`src/rtl/redirect_pkg.sv`:
```
// redirect_pkg: shared state encoding, reset PC and flush-counter width for the fetch redirect unit
package redirect_pkg;
    localparam logic [1:0] ST_IDLE = 2'd0;
    localparam logic [1:0] ST_PENDING = 2'd1;
    localparam logic [1:0] ST_FLUSH = 2'd2;
    localparam logic [31:0] RESET_PC = 32'h0;
    localparam int FLUSH_W = 3;
endpackage

```
`src/rtl/redirect_flush_counter.sv`:
```
// redirect_flush_counter: loadable down-counter timing the extra IF/ID flush cycles after a redirect
module redirect_flush_counter
    import redirect_pkg::*;
(
    input  logic               clk,
    input  logic               rst,
    input  logic               load,
    input  logic [FLUSH_W-1:0] load_val,
    input  logic               dec,
    output logic               expiring
);
    logic [FLUSH_W-1:0] count;
    always_ff @(posedge clk) begin
        if (rst) count <= '0;
        else if (load) count <= load_val;
        else if (dec && count != '0) count <= count - 1'b1;
    end
    // Flags the cycle whose decrement takes the count to zero
    assign expiring = count == FLUSH_W'(1);
endmodule

```
`src/rtl/fetch_redirect_unit.sv`:
```
// fetch_redirect_unit: merges EX redirects, load-use stalls and imem readiness into PC/flush controls
// Optional REDIRECT_COUNT_EN macro enables the applied-redirect counter; otherwise redirectCount is 0.
module fetch_redirect_unit
    import redirect_pkg::*;
#(
    parameter int FLUSH_CYCLES = 1,
    parameter int COUNT_WIDTH = 16
) (
    input  logic                   clk,
    input  logic                   rst,
    input  logic                   exRedirect,
    input  logic [31:0]            exTarget,
    input  logic                   loadUseHazard,
    input  logic                   imemReady,
    output logic                   isStalled,
    output logic                   shouldGoToTarget,
    output logic [31:0]            jumpTarget,
    output logic                   flushIfId,
    output logic                   flushIdEx,
    output logic [COUNT_WIDTH-1:0] redirectCount
);
    localparam logic [FLUSH_W-1:0] FLUSH_LOAD = FLUSH_W'(FLUSH_CYCLES - 1);
    localparam logic [1:0] ST_AFTER = (FLUSH_CYCLES > 1) ? ST_FLUSH : ST_IDLE;
    logic [1:0] state, state_nxt;
    logic [31:0] pending_target;
    logic capture, expiring;
    always_comb begin
        isStalled = 1'b0;
        shouldGoToTarget = 1'b0;
        jumpTarget = exTarget;
        flushIfId = 1'b0;
        flushIdEx = 1'b0;
        capture = 1'b0;
        state_nxt = state;
        if (rst) begin
            jumpTarget = RESET_PC;
            flushIfId = 1'b1;
            flushIdEx = 1'b1;
            state_nxt = ST_IDLE;
        end else begin
            case (state)
                ST_IDLE: begin
                    if (exRedirect) begin
                        shouldGoToTarget = imemReady;
                        isStalled = !imemReady;
                        flushIfId = 1'b1;
                        flushIdEx = 1'b1;
                        capture = !imemReady;
                        state_nxt = imemReady ? ST_AFTER : ST_PENDING;
                    end else begin
                        isStalled = loadUseHazard | !imemReady;
                    end
                end
                ST_PENDING: begin
                    // EX holds a bubble here, so any exRedirect is stale and ignored
                    jumpTarget = pending_target;
                    shouldGoToTarget = imemReady;
                    isStalled = !imemReady;
                    flushIfId = imemReady;
                    flushIdEx = 1'b1;
                    state_nxt = imemReady ? ST_AFTER : ST_PENDING;
                end
                ST_FLUSH: begin
                    flushIfId = 1'b1;
                    isStalled = !imemReady;
                    state_nxt = expiring ? ST_IDLE : ST_FLUSH;
                end
                default: state_nxt = ST_IDLE;
            endcase
        end
    end
    always_ff @(posedge clk) begin
        if (rst) begin
            state <= ST_IDLE;
            pending_target <= RESET_PC;
        end else begin
            state <= state_nxt;
            if (capture) pending_target <= exTarget;
        end
    end
    redirect_flush_counter u_flush (
        .clk      (clk),
        .rst      (rst),
        .load     (shouldGoToTarget),
        .load_val (FLUSH_LOAD),
        .dec      (state == ST_FLUSH),
        .expiring (expiring)
    );
`ifdef REDIRECT_COUNT_EN
    always_ff @(posedge clk) begin
        if (rst) redirectCount <= '0;
        else if (shouldGoToTarget) redirectCount <= redirectCount + COUNT_WIDTH'(1);
    end
`else
    assign redirectCount = '0;
`endif
endmodule

```
`config.mk`:
```
export PLATFORM = sky130hd
export DESIGN_NAME = fetch_redirect_unit
export DESIGN_NICKNAME = d
export VERILOG_FILES = /design/src/rtl/redirect_pkg.sv /design/src/rtl/redirect_flush_counter.sv /design/src/rtl/fetch_redirect_unit.sv
export SDC_FILE = /design/constraint.sdc
export NUM_CORES = 1
export LEC_CHECK = 0
export CORE_MARGIN = 3
export CORE_UTILIZATION = 43
export CTS_CLUSTER_DIAMETER = 80
export CTS_CLUSTER_SIZE = 30
export DETAILED_ROUTE_END_ITERATION = 8
export HOLD_SLACK_MARGIN = 0.03
export PLACE_DENSITY = 0.85
export RECOVER_POWER = 25
export SYNTH_ARGS = -nofsm -noshare
export SYNTH_HDL_FRONTEND = slang
export SYNTH_SLANG_ARGS = --single-unit
```
`constraint.sdc`:
```
create_clock -name clk -period 1.9 [get_ports clk]
set_input_delay 0.475 -clock clk [delete_from_list [all_inputs] [get_ports clk]]
set_output_delay 0.475 -clock clk [all_outputs]
set_load 0.03 [all_outputs]
```
# Word-level counts from Yosys, hierarchy flattened
# Cells that the tools add are included.
[word_totals]
ff_bits = 37
input_bits = 37
output_inout_bits = 52
wordCells = 35
[op_classes]
add_sub_neg = 1
eq_ne = 4
mux = 20
bitwise = 1
n_reduce_logical = 6
[op_table]
columns = ["operator", "count"]
rows = [
  ["$mux 32", 2],
  ["$mux 1", 11],
  ["$pmux 1 s2", 3],
  ["$pmux 2 s3", 1],
  ["$mux 2", 2],
  ["$reduce_or 2->1", 2],
  ["$eq 3x1->1 const B", 1],
  ["$pmux 1 s3", 1],
  ["$reduce_bool 3->1", 1],
  ["$sub 3x1->3 const B", 1],
  ["$eq 2x1->1 const B", 1],
  ["$eq 2x2->1 const B", 1],
  ["$logic_not 2->1", 1],
  ["$ne 2x2->1 const B", 1],
  ["$logic_and 1x1->1", 1],
  ["$logic_not 1->1", 1],
  ["$or 1x1->1", 1],
]

# Depth between registers and ports, before layout
[logic_depth]
depth_word = 5
ltp_mapped = 7
mapped_depth_nobuf = 5

# Hierarchy
# Synthesis repeated with hierarchy kept, for this count alone.
[hier_totals]
cells_unflattened = 279
hier_area_um2 = 2260.9
[by_module_without_submodules]
columns = ["mod", "n_inst", "cells_each", "area_per_inst_um2", "seq_area_each_um2"]
rows = [
  ["fetch_redirect_unit", 1, 254, 2018.2, 680.7],
  ["redirect_flush_counter", 1, 25, 242.7, 60.1],
]

# Least setup slack after synthesis
# Ideal clock, no wire load.
[synth_path]
path_type = "reg2out"
startpoint = "reg state[0]"
endpoint = "out isStalled"
arrival_ns = 1.679
required_time_ns = 1.425
path_slack_ns = -0.254
path_stages_with_launch = 5
path_buffers = 0
path_cell_list = "dfxtp_1 inv_1 ha_1 a21oi_1 nor4_1"
[synth_between]
elab_chain_len = 4
elab_cells_between_ends = 6
cone_classes = "eq/ne (2); mux (2); reduce/logical (2)"
[synth_lines]
columns = ["item", "line_no", "source"]
rows = [
  ["start: declaration", "fetch_redirect_unit.sv:24", "logic [1:0] state, state_nxt;"],
  ["start signal: assignment", "fetch_redirect_unit.sv:77", "state <= state_nxt;"],
  ["$eq 2x1->1 / $eq 2x2->1 (equally long branches)", "fetch_redirect_unit.sv:41", "case (state)"],
  ["$reduce_or 2->1 (no source line)", "-", ""],
  ["$pmux 1 s2 (*)", "fetch_redirect_unit.sv:41", ""],
  ["$mux 1 (*)", "fetch_redirect_unit.sv:35", "if (rst) begin"],
  ["end: declaration", "fetch_redirect_unit.sv:15", "output logic isStalled,"],
]
# Every way passes the cells marked *; elsewhere a longest branch is shown, timed or not.

# Worst setup path after layout
[layout_path]
startpoint = "reg state[0]"
endpoint = "out flushIfId"
[layout_between]
elab_chain_len = 3
elab_cells_between_ends = 5
cone_classes = "eq/ne (2); mux (2); reduce/logical (1)"
[layout_lines]
columns = ["item", "line_no", "source"]
rows = [
  ["$eq 2x2->1, or another cell as far along", "fetch_redirect_unit.sv:41", ""],
  ["$pmux 1 s3 (*)", "fetch_redirect_unit.sv:41", ""],
  ["$mux 1 (*)", "fetch_redirect_unit.sv:35", ""],
  ["end: declaration", "fetch_redirect_unit.sv:18", "output logic flushIfId,"],
]
# Marks and branches as above.

==> key figures <==
Die
  • Initial Util: about 45%
  • Die height: roughly 77 um
  • Cell row count: 25
  • Total core area: between 4000 and 5000 um2
  • Chip width: 76.7 um
  • Die area: 5890 um2
  • IO Pins: 89

Timing
  • # setup viols final: 36
  • Worst hold slack: approximately 0.45 ns
  • RSZ-0062 raised after global routing: yes
  • Hold Vio Cnt, Final: 0
  • Min Tclk post-route: 2.13 ns
  • Worst setup margin: -0.229 ns
  • Period utilization: 112%
  • Setup TNS: -5.60 ns
  • Fmax achieved: about 0.47 GHz
  • Clock skew: a little over 0.005 ns
  • Final Max Tran Viols: 0

Final layout
  • Fillers: 399
  • Final Net Count: around 410
  • Util after Layout: a little over two thirds
  • ANT cells: 0
  • Area Growth Syn to Fin: 54.2%
  • Final instance area: 3320 um2
  • Share of cells above drive strength 1: approximately 33%

Worst setup path
  • Crit path max fanout: 4
  • WP data required: around 1.4 ns
  • Reg2reg end: pending_target[7]
  • Critical path type: register to primary output
  • Crit end category: primary output
  • WP data arrival: 1.65 ns
  • Worst R2R Path Depth: 7
  • R2r setup slk: 0.25 ns
  • Critical Path Source Type: register
  • FF-to-FF Start: state[0]

Clocking
  • Cts hold-fix bufs: 0
  • CTS Sinks: 37
  • TritonCTS clock tree: done
  • CTS root buffer: clkbuf_8
  • CTS Buffer Depth: 2
  • TritonCTS buffer count: 5
  • Clk pin slew, worst setup/hold paths: roughly 0.070 ns
  • Worst-Skew Late Latency: around 0.28 ns
  • H-tree Lvls: 2

Detailed routing
  • Vias per std cell: roughly 4.8
  • Total Routed Length: roughly 5500 um
  • Post-route ant nets: 0
  • Vias: approximately 2,100
  • TritonRoute pass-1 iters: 4
  • Drt initial violations: 67
  • Drc violations: 0
  • DR WL/cell: approximately 13 um

Outcome
  • Status: finished, violations left
  • Violated checks: negative setup slack

Placed design
  • Post-placement cell area: between 2000 and 3000 um2
  • Gpl congestion: between 0.7 and 0.8
  • Number of port buffers: 72
  • Detailed Place HPWL: around 3700 um

GRT
  • Largest net degree at the start of global routing: 41
  • Gr ovfl total: 0
  • Antenna violations before repair: 0
  • Vias in the first global route: 2,007
  • First-pass GRT wire length: 9070 um
  • GRT Overall Usage: a little under a fifth

Min path
  • Hold crit path type: register to register
  • Hold depth: 2
  • Min-Delay Endpoint: pending_target[31]
  • Worst hold start: pending_target[31]

Logic synthesis
  • Synth Cell Area: between 2000 and 2500 um2
  • Distinct cells, synth: 28
  • Post-synth EDFFs: 0
  • Sequential area share after synthesis: about a third
  • Yosys top cell by area: dfxtp_1
  • Synth warnings: 0
  • Register bit total from synthesis: 37
  • Post-synthesis cell count: 280
  • Synth top area share: about a third
  • Top cells by area, synth: dfxtp_1 (34%), mux2i_1 (15%), nand2_1 (12%)
  • FFs w/ async S/R, synth: 0%
  • Most used DFF post-synth: dfxtp_1
  • Synthesized area per cell: 7.69 um2

Power
  • Final Power: ~0.002 W
  • Worst VDD drop: around 0.37 mV
  • Leak pwr: roughly 1.3 nW
  • Pwr Density: 605 nW/um2

Job
  • # Max-Cap Violations: 0
## cell usage after synthesis, types with 2 or more instances
master,n
nor2_1,35
nand3_1,2
buf_1,5
clkbuf_1,2
nand2b_1,3
a21oi_1,37
inv_1,6
nand2_1,67
buf_6,4
mux2i_1,33
ha_1,9
nor4_1,2
nor3_1,2
buf_4,20
dfxtp_1,37
buf_2,4
## cells by family (layout without fill, tap and decap cells)
family	after synthesis	in the layout	share of synthesized area, %
AOI/OAI and AO/OA	43	43	10.7
adders and majority gates	9	9	5.23
buffers and inverters	41	112	12.3
DFF	37	37	34.4
muxes	33	33	15.3
other	1	16	0.174
and+or+nand+nor	116	116	21.9
## power by group
| part | switching [W] | total [W] | internal [W] |
|---|---|---|---|
| clock network | 0.000261 | 0.000502 | 0.000241 |
| logic | 0.000370 | 0.000680 | 0.000309 |
| registers | 0.0000183 | 0.000828 | 0.000809 |
| total | 0.000649 | 0.00201 | 0.00136 |
## area by class of cell
class	instances	area [um2]	share of cell area (%)
multi-input combinational	217	1400	42.1
tap	67	83.8	2.53
inverter	6	25.0	0.754
sequential	37	743	22.4
clock buffer	5	68.8	2.07
clock inverter	1	5.00	0.151
timing repair buffer	100	996	30.0
## registers in the layout, indices dropped and copies added, names as in the netlist
name / flops
u_flush.count: 3
state: 2
pending_target: 32
## timing repair
| action | in CTS | in global routing |
|---|---|---|
| buffers inserted | 6 | 1 |
| setup endpoints to repair | 36 | 36 |
| pin swaps | 4 | 3 |
| cloned | 1 | 0 |
| resized for setup | 52 | 14 |
## through the flow
step                setup WS, ns  instances
floorplan                 0.0760        295
global placement          -0.575        420
detailed placement        -0.545        420
CTS                       -0.263        433
global route              -0.293        433
finish                    -0.229        433
## critical path, stage by stage (launching register included)
cell and delay (ns):
dfxtp_2 0.33, buf_6 0.11, ha_4 0.15, buf_6 0.13, buf_12 0.13, a221oi_4 0.26, o21bai_1 0.09, buf_4 0.17
## worst max path at each step
stage	start	to
floorplan	state[1]	flushIdEx
global placement	exRedirect	flushIdEx
detailed placement	exRedirect	flushIdEx
CTS	state[0]	flushIfId
global route	state[0]	flushIfId
finish	state[0]	flushIfId
## cells in the final DEF, fill, tap and decap left out, types with 3 or more instances in the layout
cell	Yosys	layout
ha_4	0	3
buf_4	20	26
conb_1	1	16
inv_1	6	4
mux2i_1	33	26
dfxtp_1	37	35
clkdlybuf4s50_1	0	33
ha_1	9	5
buf_12	0	5
nor2_2	0	30
mux2i_2	0	6
nor2_1	35	5
a21oi_1	37	37
nand2_1	67	67
nand2b_1	3	3
buf_6	4	29
clkbuf_8	0	5
## layer usage
metal	GRT usage [%]	part of all wire, %	up-vias
li1	-	-	1058
met1	21.5	42	940
met2	33.6	50	58
met3	4.46	6.4	8
met4	5.43	1.1	0
met5	0	0	-
Power figures use the tool's default switching activity.
